## config.mk

```make
export PLATFORM = sky130hd
export DESIGN_NAME = testpattern_gen
export DESIGN_NICKNAME = d
export VERILOG_FILES = /design/src/rtl/tp_pkg.sv /design/src/rtl/tp_box_bounce.sv /design/src/rtl/testpattern_gen.sv
export SDC_FILE = /design/constraint.sdc
export NUM_CORES = 1
export LEC_CHECK = 0
export CAP_MARGIN = 20
export CORE_MARGIN = 2
export CORE_UTILIZATION = 40
export DETAILED_ROUTE_END_ITERATION = 12
export GPL_ROUTABILITY_DRIVEN = 0
export PLACE_DENSITY = 0.59
export SLEW_MARGIN = 20
export SYNTH_ARGS = -nofsm -noshare
export SYNTH_HDL_FRONTEND = slang
export SYNTH_SLANG_ARGS = --single-unit
```

## constraint.sdc

```tcl
create_clock -name clk -period 2.7 [get_ports clk]
set_clock_uncertainty 0.2 [all_clocks]
set_input_delay 0.27 -clock clk [delete_from_list [all_inputs] [get_ports clk]]
set_output_delay 0.27 -clock clk [all_outputs]
set_load 0.02 [all_outputs]
```

## src/rtl/tp_pkg.sv

```systemverilog
// Shared definitions for the test pattern generator.
//   - pattern identifiers driven on pattern_id
//   - bouncing-box direction encoding (bit 1 = moving left, bit 0 = moving up)
//   - ceil(log2) helper used to size position buses
//   - full / zero channel constants (sliced to color_depth by the users)
package tp_pkg;

   localparam logic [1:0] PAT_BARS  = 2'd0;
   localparam logic [1:0] PAT_CHECK = 2'd1;
   localparam logic [1:0] PAT_GRAD  = 2'd2;
   localparam logic [1:0] PAT_BOX   = 2'd3;

   typedef enum logic [1:0] {
      RIGHT_DOWN = 2'b00,
      RIGHT_UP   = 2'b01,
      LEFT_DOWN  = 2'b10,
      LEFT_UP    = 2'b11
   } box_dir_t;

   // Channels up to 16 bits wide are supported; users take the low bits.
   localparam logic [15:0] CH_FULL = 16'hFFFF;
   localparam logic [15:0] CH_ZERO = 16'h0000;

   function automatic int clog2_int(input int value);
      int r;
      r = 0;
      for (int i = 0; i < 31; i++) begin
         if ((1 << i) < value) r = i + 1;
      end
      return r;
   endfunction

endpackage

```

## src/rtl/tp_box_bounce.sv

```systemverilog
// Bouncing box position for the box pattern.
// The box moves box_step pixels per axis on every frame_tick and reflects
// off the edges of the active area; the two axes bounce independently.
// Ports:
//   clk, rst_n   pixel clock, asynchronous active-low reset
//   frame_tick   one-cycle pulse once per frame (inside vertical blanking)
//   bx, by       top-left corner of the box in active-area pixels
module tp_box_bounce
   import tp_pkg::*;
#(
   parameter int vga_width  = 1024,
   parameter int vga_height = 768,
   parameter int box_size   = 64,
   parameter int box_step   = 4
) (
   input  logic                                 clk,
   input  logic                                 rst_n,
   input  logic                                 frame_tick,
   output logic [clog2_int(vga_width)-1:0]      bx,
   output logic [clog2_int(vga_height)-1:0]     by
);

   localparam int XW = clog2_int(vga_width);
   localparam int YW = clog2_int(vga_height);

   // One extra bit so bx+step never wraps before the limit compare.
   localparam logic [XW:0] X_MAX  = (XW+1)'(vga_width - box_size);
   localparam logic [YW:0] Y_MAX  = (YW+1)'(vga_height - box_size);
   localparam logic [XW:0] STEP_X = (XW+1)'(box_step);
   localparam logic [YW:0] STEP_Y = (YW+1)'(box_step);

   box_dir_t          state, state_nx;
   logic [XW-1:0]     bx_nx;
   logic [YW-1:0]     by_nx;
   logic              left_nx, up_nx;
   logic [XW:0]       sum_x, dif_x;
   logic [YW:0]       sum_y, dif_y;

   always_ff @(posedge clk or negedge rst_n) begin
      if (!rst_n) begin
         state <= RIGHT_DOWN;
         bx    <= '0;
         by    <= '0;
      end else begin
         state <= state_nx;
         bx    <= bx_nx;
         by    <= by_nx;
      end
   end

   always_comb begin
      bx_nx    = bx;
      by_nx    = by;
      left_nx  = state[1];
      up_nx    = state[0];
      sum_x    = {1'b0, bx} + STEP_X;
      dif_x    = {1'b0, bx} - STEP_X;
      sum_y    = {1'b0, by} + STEP_Y;
      dif_y    = {1'b0, by} - STEP_Y;

      if (frame_tick) begin
         if (!state[1]) begin
            if (sum_x >= X_MAX) begin
               bx_nx   = X_MAX[XW-1:0];
               left_nx = 1'b1;
            end else begin
               bx_nx   = sum_x[XW-1:0];
            end
         end else begin
            if ({1'b0, bx} <= STEP_X) begin
               bx_nx   = '0;
               left_nx = 1'b0;
            end else begin
               bx_nx   = dif_x[XW-1:0];
            end
         end

         if (!state[0]) begin
            if (sum_y >= Y_MAX) begin
               by_nx = Y_MAX[YW-1:0];
               up_nx = 1'b1;
            end else begin
               by_nx = sum_y[YW-1:0];
            end
         end else begin
            if ({1'b0, by} <= STEP_Y) begin
               by_nx = '0;
               up_nx = 1'b0;
            end else begin
               by_nx = dif_y[YW-1:0];
            end
         end
      end

      state_nx = box_dir_t'({left_nx, up_nx});
   end

endmodule

```

## src/rtl/testpattern_gen.sv

```systemverilog
// Test pattern pixel source for vga_driver.
// Generates colour bars, a checkerboard, a gradient or a bouncing box over a
// grid. Colour is computed for the pixel one column ahead of h_pos and
// registered, so it lines up with the driver's combinational blanking.
// Per-frame state changes only on the rising edge of vga_vs.
// Ports:
//   clk, rst_n           pixel clock, asynchronous active-low reset
//   h_pos, v_pos         driver scan position
//   vga_vs               driver vsync (active high)
//   pattern_next         level request to advance the pattern
//   vga_r/vga_g/vga_b    registered colour to the driver
//   pattern_id           current pattern (0 bars, 1 checker, 2 gradient, 3 box)
//   frame_cnt            frames since reset, wrapping
module testpattern_gen
   import tp_pkg::*;
#(
   parameter int vga_width   = 1024,
   parameter int vga_height  = 768,
   parameter int color_depth = 8,
   parameter int box_size    = 64,
   parameter int box_step    = 4,
   parameter int auto_frames = 0
) (
   input  logic                              clk,
   input  logic                              rst_n,
   input  logic [clog2_int(vga_width)-1:0]   h_pos,
   input  logic [clog2_int(vga_height)-1:0]  v_pos,
   input  logic                              vga_vs,
   input  logic                              pattern_next,
   output logic [color_depth-1:0]            vga_r,
   output logic [color_depth-1:0]            vga_g,
   output logic [color_depth-1:0]            vga_b,
   output logic [1:0]                        pattern_id,
   output logic [15:0]                       frame_cnt
);

   localparam int XW = clog2_int(vga_width);
   localparam int YW = clog2_int(vga_height);
   localparam int CD = color_depth;

   localparam logic        AUTO_EN   = (auto_frames > 0);
   localparam logic [15:0] AUTO_LAST = AUTO_EN ? 16'(auto_frames - 1) : 16'd0;

   localparam logic [CD-1:0] FULL = CH_FULL[CD-1:0];
   localparam logic [CD-1:0] ZERO = CH_ZERO[CD-1:0];

   logic          vs_d, pn_d, pending;
   logic [15:0]   auto_cnt;
   logic          frame_tick, press, auto_expire, advance;
   logic [XW-1:0] bx;
   logic [YW-1:0] by;

   assign frame_tick  = vga_vs & ~vs_d;
   assign press       = pattern_next & ~pn_d;
   assign auto_expire = AUTO_EN & frame_tick & (auto_cnt == AUTO_LAST);
   // A press landing on the tick cycle is honoured at that tick; a press and
   // an auto expiry together still advance by one.
   assign advance     = frame_tick & (pending | press | auto_expire);

   tp_box_bounce #(
      .vga_width  (vga_width),
      .vga_height (vga_height),
      .box_size   (box_size),
      .box_step   (box_step)
   ) u_box (
      .clk        (clk),
      .rst_n      (rst_n),
      .frame_tick (frame_tick),
      .bx         (bx),
      .by         (by)
   );

   always_ff @(posedge clk or negedge rst_n) begin
      if (!rst_n) begin
         vs_d       <= 1'b0;
         pn_d       <= 1'b0;
         pending    <= 1'b0;
         auto_cnt   <= '0;
         pattern_id <= PAT_BARS;
         frame_cnt  <= '0;
      end else begin
         vs_d <= vga_vs;
         pn_d <= pattern_next;
         if (advance) begin
            pattern_id <= pattern_id + 2'd1;
            pending    <= 1'b0;
            auto_cnt   <= '0;
         end else begin
            if (press) pending <= 1'b1;
            if (frame_tick && AUTO_EN) auto_cnt <= auto_cnt + 16'd1;
         end
         if (frame_tick) frame_cnt <= frame_cnt + 16'd1;
      end
   end

   // Pixel one column ahead; h_pos sits at vga_width-1 just before column 0,
   // so the wrap lines up with the first active pixel.
   logic [XW-1:0]    x;
   logic [YW-1:0]    y;
   logic [2:0]       bar_idx;
   logic [XW+CD-1:0] x_ext;
   logic [YW+CD-1:0] y_ext;
   logic             in_box, on_grid;
   logic [CD-1:0]    r_nx, g_nx, b_nx;

   assign x       = h_pos + 1'b1;
   assign y       = v_pos;
   assign bar_idx = x[XW-1 -: 3];
   // Pad below the LSB so the top CD bits exist even for narrow positions.
   assign x_ext   = {x, {CD{1'b0}}};
   assign y_ext   = {y, {CD{1'b0}}};
   assign in_box  = ({1'b0, x} >= {1'b0, bx}) &&
                    ({1'b0, x} <  ({1'b0, bx} + (XW+1)'(box_size))) &&
                    ({1'b0, y} >= {1'b0, by}) &&
                    ({1'b0, y} <  ({1'b0, by} + (YW+1)'(box_size)));
   assign on_grid = (x[4:0] == 5'd0) || (y[4:0] == 5'd0);

   always_comb begin
      r_nx = ZERO;
      g_nx = ZERO;
      b_nx = ZERO;
      case (pattern_id)
         PAT_BARS: begin
            r_nx = bar_idx[1] ? ZERO : FULL;
            g_nx = bar_idx[2] ? ZERO : FULL;
            b_nx = bar_idx[0] ? ZERO : FULL;
         end
         PAT_CHECK: begin
            if (x[5] ^ y[5]) begin
               r_nx = FULL;
               g_nx = FULL;
               b_nx = FULL;
            end
         end
         PAT_GRAD: begin
            r_nx = x_ext[XW+CD-1 -: CD];
            g_nx = y_ext[YW+CD-1 -: CD];
            b_nx = frame_cnt[CD-1:0];
         end
         default: begin
            if (in_box) begin
               r_nx = FULL;
               g_nx = FULL;
               b_nx = FULL;
            end else if (on_grid) begin
               b_nx = FULL;
            end
         end
      endcase
   end

   always_ff @(posedge clk or negedge rst_n) begin
      if (!rst_n) begin
         vga_r <= '0;
         vga_g <= '0;
         vga_b <= '0;
      end else begin
         vga_r <= r_nx;
         vga_g <= g_nx;
         vga_b <= b_nx;
      end
   end

endmodule

```

==> results of run 1 <==
-- registers in the layout, indices dropped and copies added, names as in the netlist --
name and count:
frame_cnt 16, u_box.bx 8, u_box.by 8, vga_b 8, vga_g 8, vga_r 8
pattern_id 2, u_box.state 2, pending 1, pn_d 1, vs_d 1
-- repair_timing --
action	in CTS	in global routing
pin swaps	2	10
endpoints found under the hold margin	63	0
gates cloned	0	2
hold buffers	1	0
setup buffers	0	3
setup endpoints to repair	24	24
gates resized for setup	3	19
-- cell type report --
type,count,share of cell area
multi-input cells,350,0.441
flip-flops and latches,63,0.284
repair buffers,108,0.183
well taps,136,0.0307
clock buffers,9,0.0223
inverters,30,0.0203
clock inverters,7,0.0187
-- path summary, 6_finish.rpt --
check / start / end / slack, ns / depth (start not counted)
min: pattern_next / pn_d / 0.20 / 1
min reg2reg: frame_cnt[15] / frame_cnt[15] / 0.28 / 1
min in group asynchronous: rst_n / pattern_id[0] / 0.26 / 3
max reg2reg: u_box.by[6] / vga_g[5] / 0.14 / 11
max: h_pos[6] / vga_g[5] / 0.12 / 12
max in group asynchronous: rst_n / u_box.by[7] / 1.75 / 3
-- per-layer routing --
| metal | track usage | wire [um] | vias to the layer above |
|---|---|---|---|
| met5 | 0 | 0 | - |
| met4 | 0.0566 | 118 | 0 |
| met3 | 0.0353 | 648 | 10 |
| met2 | 0.303 | 4910 | 120 |
| met1 | 0.292 | 5410 | 1841 |
| li1 | - | - | 1897 |
-- per-stage QoR --
step,util,worst slack (ns),total power (W),hold WS (ns),setup TNS [ns]
5_1_grt,0.540,-0.0203,0.00580,0.187,-0.113
6_report,0.540,0.120,0.00534,0.198,0
4_1_cts,0.531,0.00788,0.00535,0.187,0
2_1_floorplan,-,0.227,0.00333,-0.226,0
3_5_place_dp,0.506,-0.433,0.00438,0.109,-9.87
3_3_place_gp,0.506,-0.368,0.00433,0.109,-8.74
-- Yosys cell counts, types with 2 or more instances --
library cell | number | area, um2
inv_1 | 30 | 113
nor2_1 | 23 | 86.3
nor2b_1 | 7 | 43.8
a22oi_1 | 3 | 22.5
o32a_1 | 2 | 20.0
ha_1 | 40 | 500
xnor2_1 | 22 | 193
a21o_1 | 4 | 30.0
nand3_1 | 19 | 95.1
a211oi_1 | 2 | 15.0
a32oi_1 | 2 | 17.5
mux2i_1 | 2 | 20.0
or4_1 | 2 | 15.0
a31oi_1 | 5 | 31.3
o21bai_1 | 2 | 15.0
xor2_1 | 7 | 61.3
o2111ai_1 | 3 | 26.3
o21ai_0 | 50 | 250
clkbuf_1 | 10 | 37.5
nand4_1 | 11 | 68.8
nor4_1 | 2 | 12.5
buf_2 | 4 | 20.0
a21boi_0 | 9 | 67.6
nor3_1 | 14 | 70.1
nand2_1 | 25 | 93.8
o21ai_1 | 4 | 20.0
and4_1 | 4 | 35.0
and3_1 | 9 | 56.3
a21oi_1 | 34 | 170
a311oi_1 | 3 | 26.3
a22o_1 | 3 | 26.3
o22ai_1 | 8 | 50.1
o221ai_1 | 3 | 26.3
clkbuf_8 | 3 | 41.3
dfrtp_1 | 63 | 1580
buf_1 | 2 | 7.51
o211ai_1 | 3 | 22.5
-- report_power, final --
part / switching [W] / leakage [nW] / total (W) / internal (W)
Clock: 0.000409 / 0.114 / 0.000940 / 0.000531
Combinational: 0.00156 / 1.58 / 0.00282 / 0.00126
Sequential: 0.000310 / 0.788 / 0.00158 / 0.00127
-- cell families (layout without fill, tap and decap cells) --
kind of cell	count (synthesis)	after routing
and+or+nand+nor	127	127
AOI/OAI and AO/OA	150	150
adders and majority gates	40	40
buffers and inverters	51	154
DFF	63	63
xor gates and xnor gates	30	30
muxes	3	3
==> flow_summary.toml, run 1 <==
[outcome]
status = "completed"

[clock_network]
htreeDepth = 3
cts_buffers = 9
cts-root-buf = "clkbuf_8"
cts.sinks = 63
cts_tree = "yes"
clock_latency_ns = 0.34
cts_buffer_depth = 2
clkTransAtPathRegs_ns = 0.08

[yosys]
ys_types = 62
synth-edff-count = 0
synth_top_family_by_area = "compound AO/OA/AOI/OAI gates"
yosys_warnings = 0
synth_compound_area_frac = 0.221
syn_nets = 528
synth-main-ff-cell = "dfrtp_1"
synth_xor_area_frac = 0.0640
synth_area_um2 = 4220
ys_ff_latch = 63
synthAdderAreaFrac = 0.118
yosys.area_share.simple = 0.160
muxShareOfSynthArea = 0.00741
netlist_instances = 464
synth_seq_area_share = 0.373
syn_avg_cell_area_um2 = 9.10
synthArstFlopShare = 1.00

[power]
leakage_nw = 2.48
power_density_nw_per_um2 = 964
ir_drop_mv = 0.469

[final_layout]
final_cell_mix = "dfrtp_1 (63), clkdlybuf4s50_1 (58), o21ai_0 (48), ha_1 (39), buf_4 (37)"
design_area_um2 = 5550
layout_commonest_cell = "dfrtp_1"
drive_gt1_frac = 0.131
stdcell_count = 703
finalNetCount = 626
multi_input_comb_area_um2 = 2450
fill_cells = 949
diodes = 0
area_growth_pct = 31.3
regArea_um2 = 1580

[worst_setup_path]
critPathSlowestCell = "clkdlybuf4s50_1"
worstSetupPathType = "input pin to register"
arrival_ns = 2.64
cp_num_buf_inv = 3
crit_top_cell = "buf_6"
cp_slowest_stage_delay_ns = 0.52
crit_fanout = 12
crit_family = "simple AND/OR/NAND/NOR gates"
cp-end-kind = "register"
required_ns = 2.75
path_cells = "clkdlybuf4s50_1 -> nand2_2 -> nor4_4 -> xor2_1 -> ha_1 -> nor2b_1 -> o21ai_1 -> nor4bb_1 -> nand4_1 -> buf_6 -> buf_6 -> o21ai_0"
startpoint_type = "input pin"

[floorplanning]
die_y_um = 107
row_count = 37
ios = 66
floorplan.initialDensity = 0.411
die_x_um = 107
core_area_um2 = 10300
die-area_um2 = 11400

[global_routing]
grt_pass1_wl_mm = 18.2
first_global_vias = 3682
globalRoute.totalOverflow = 0
gr-usage-all-layers = 0.200
grt_max_degree = 64
antenna_found_initial = 0

[detailed_routing]
drtAntennaViolNets = 0
vias_per_cell = 5.50
wl_mm = 11.1
wl_per_cell_um = 15.8
drt_iter0_markers = 193
drt-pass1-iter-count = 4
vias = 3868
remaining_drc_errors = 0

[placed_design]
place_area_um2 = 5200
dp_hpwl_mm = 8.08
io_buffers = 65
placed_cells = 681

[timing]
timing.fmax_ghz = 0.388
maxSlewViolCount = 0
tightest_slew_ns = 0.458
period_share = 0.956
setup_viol = 0
hold_viol = 0
slew_headroom = 0.693
period_needed_ns = 2.58

[worst_hold_path]
min_path_type = "input pin to register"

[flow_run]
cap_violations = 0
No activity file was read; power rests on OpenSTA's default activity.
==> run 2: changes to the inputs <==
==> constraint.sdc (replaced) <==
create_clock -name clk -period 2.7 [get_ports clk]
set_clock_uncertainty 0.2 [all_clocks]
set_input_delay 0.54 -clock clk [delete_from_list [all_inputs] [get_ports clk]]
set_output_delay 0.54 -clock clk [all_outputs]
set_load 0.02 [all_outputs]
==> run 2 against run 1 <==
Fmax shrank 4.1%; first-iteration DRC count rose by 13%; largest cell class unchanged; setup slack lost 0.11 ns; total power grew 3.9%; clock power increased by 1%; register-to-register slack lost 0.04 ns; wire length grew 7.2%; cell area is 3.7% higher; count of clock-buffer cells in the layout stayed put; utilization grew 2.0 points.
==> flow_summary.toml, run 2 (same netlist as run 1, synthesis figures left out) <==
[floorplanning]
core_area_um2 = 10300
die_y_um = 107
floorplan.initialDensity = 0.411
die_x_um = 107
row_count = 37
die-area_um2 = 11400
ios = 66

[global_routing]
grt_pass1_wl_mm = 19.3
globalRoute.totalOverflow = 0
grt_max_degree = 43
gr-usage-all-layers = 0.213
antenna_found_initial = 0
first_global_vias = 3853

[clock_network]
cts-root-buf = "clkbuf_8"
cts_buffers = 9
cts_buffer_depth = 2
clock_latency_ns = 0.35
cts.sinks = 63
cts_tree = "yes"
clkTransAtPathRegs_ns = 0.08
htreeDepth = 3

[timing]
slew_headroom = 0.218
setup_ws_ns = 0.00857
hold_viol = 0
setup_viol = 0
period_needed_ns = 2.69
rsz0062_at_grt = "true"
tightest_slew_ns = 1.17
period_share = 0.997
timing.fmax_ghz = 0.372
maxSlewViolCount = 0

[placed_design]
post-place-ws_ns = -0.747
dp_hpwl_mm = 8.43
placed_cells = 683
place_area_um2 = 5230
io_buffers = 65

[final_layout]
design_area_um2 = 5750
final_cell_mix = "dfrtp_1 (63), clkdlybuf4s50_1 (56), buf_4 (41), ha_1 (39), a21oi_1 (34)"
finalNetCount = 633
diodes = 0
drive_gt1_frac = 0.199
area_growth_pct = 36.2
stdcell_count = 710
layout_commonest_cell = "dfrtp_1"
largest_reg_flops = 16
top_register = "frame_cnt"

[detailed_routing]
vias_per_cell = 5.57
remaining_drc_errors = 0
wl_mm = 11.9
vias = 3955
drtAntennaViolNets = 0
wl_per_cell_um = 16.7
drt_iter0_markers = 218
drt-pass1-iter-count = 5

[worst_setup_path]
timing.rr.start = "u_box.by[7]"
crit_fanout = 6
startpoint_type = "input pin"
worst-r2r-setup-slack_ns = 0.10
worstSetupPathType = "input pin to register"
arrival_ns = 2.76
required_ns = 2.77
crit_start = "h_pos[2]"
cp-end-kind = "register"

[power]
ir_drop_mv = 0.484
leakage_nw = 2.53
total_power_w = 0.00555
power_density_nw_per_um2 = 965

[flow_run]
cap_violations = 0

[worst_hold_path]
min-delay-start = "frame_cnt[15]"
min_path_type = "register to register"

[outcome]
status = "completed"
==> run 2: changes by cell type in the layout (fill, tap and decap cells not counted), moves of 4 or more <==
cell / before / now
o21ai_0: 48 / 28
buf_4: 37 / 41
buf_6: 4 / 8
dlymetal6s2s_1: 6 / 0
o21ai_2: 1 / 21
==> run 2: worst max-delay path, cell delays in order <==
cell and delay [ns]:
buf_6 0.07, nand4_1 0.16, buf_6 0.18, buf_6 0.11
nor3_4 0.21, xnor2_2 0.10, ha_1 0.31, a21oi_1 0.16
nor2b_1 0.06, o21ai_1 0.12, nor4bb_2 0.23, nand4_1 0.14
buf_6 0.16, buf_8 0.14, o21ai_1 0.06
==> run 2: layout make-up <==
class	instances	area, um2
Clock buffer	9	124
Inverter	30	113
Timing Repair Buffer	115	1080
Tap cell	136	170
Sequential cell	63	1580
Fill cell	952	4520
Multi-Input combinational cell	350	2590
Clock inverter	7	103
==> run 2: metal layers <==
layer  vias up  track usage  part of all wire
met5         -            0                 0
met4         0       0.0640             0.015
met3        14       0.0407             0.058
met2       122        0.331              0.46
met1      1912        0.300              0.47
li1       1907            -                 -
==> run 2: path summary, 6_finish.rpt <==
kind	depth (start not counted)	to
max	15	vga_b[6]
min	1	frame_cnt[15]
max reg2reg	11	vga_b[6]
min reg2reg	1	frame_cnt[15]
max in group asynchronous	3	frame_cnt[12]
min in group asynchronous	2	pattern_id[0]
==> run 2: metrics by stage <==
stage	util	setup TNS, ns	hold slack, ns
6_report	0.560	0	0.293
5_1_grt	0.560	-2.02	0.308
4_1_cts	0.545	0	0.295
3_5_place_dp	0.509	-17.18	0.276
3_3_place_gp	0.509	-13.59	0.262
2_1_floorplan	-	0	0.0444
==> run 2: what timing repair did <==
item                                   CTS  global route
gates cloned                             3             0
endpoints found under the hold margin   21             0
buffers inserted                         6             1
pin swaps                               17            16
hold buffers                             1             0
setup endpoints to repair               24            24
gates resized for setup                 34            60
==> run 2: power by group <==
part	internal [W]	switching, W	total, W
combinational	0.00134	0.00166	0.00299
clock	0.000531	0.000421	0.000952
sequential	0.00127	0.000339	0.00161
total	0.00314	0.00242	0.00555
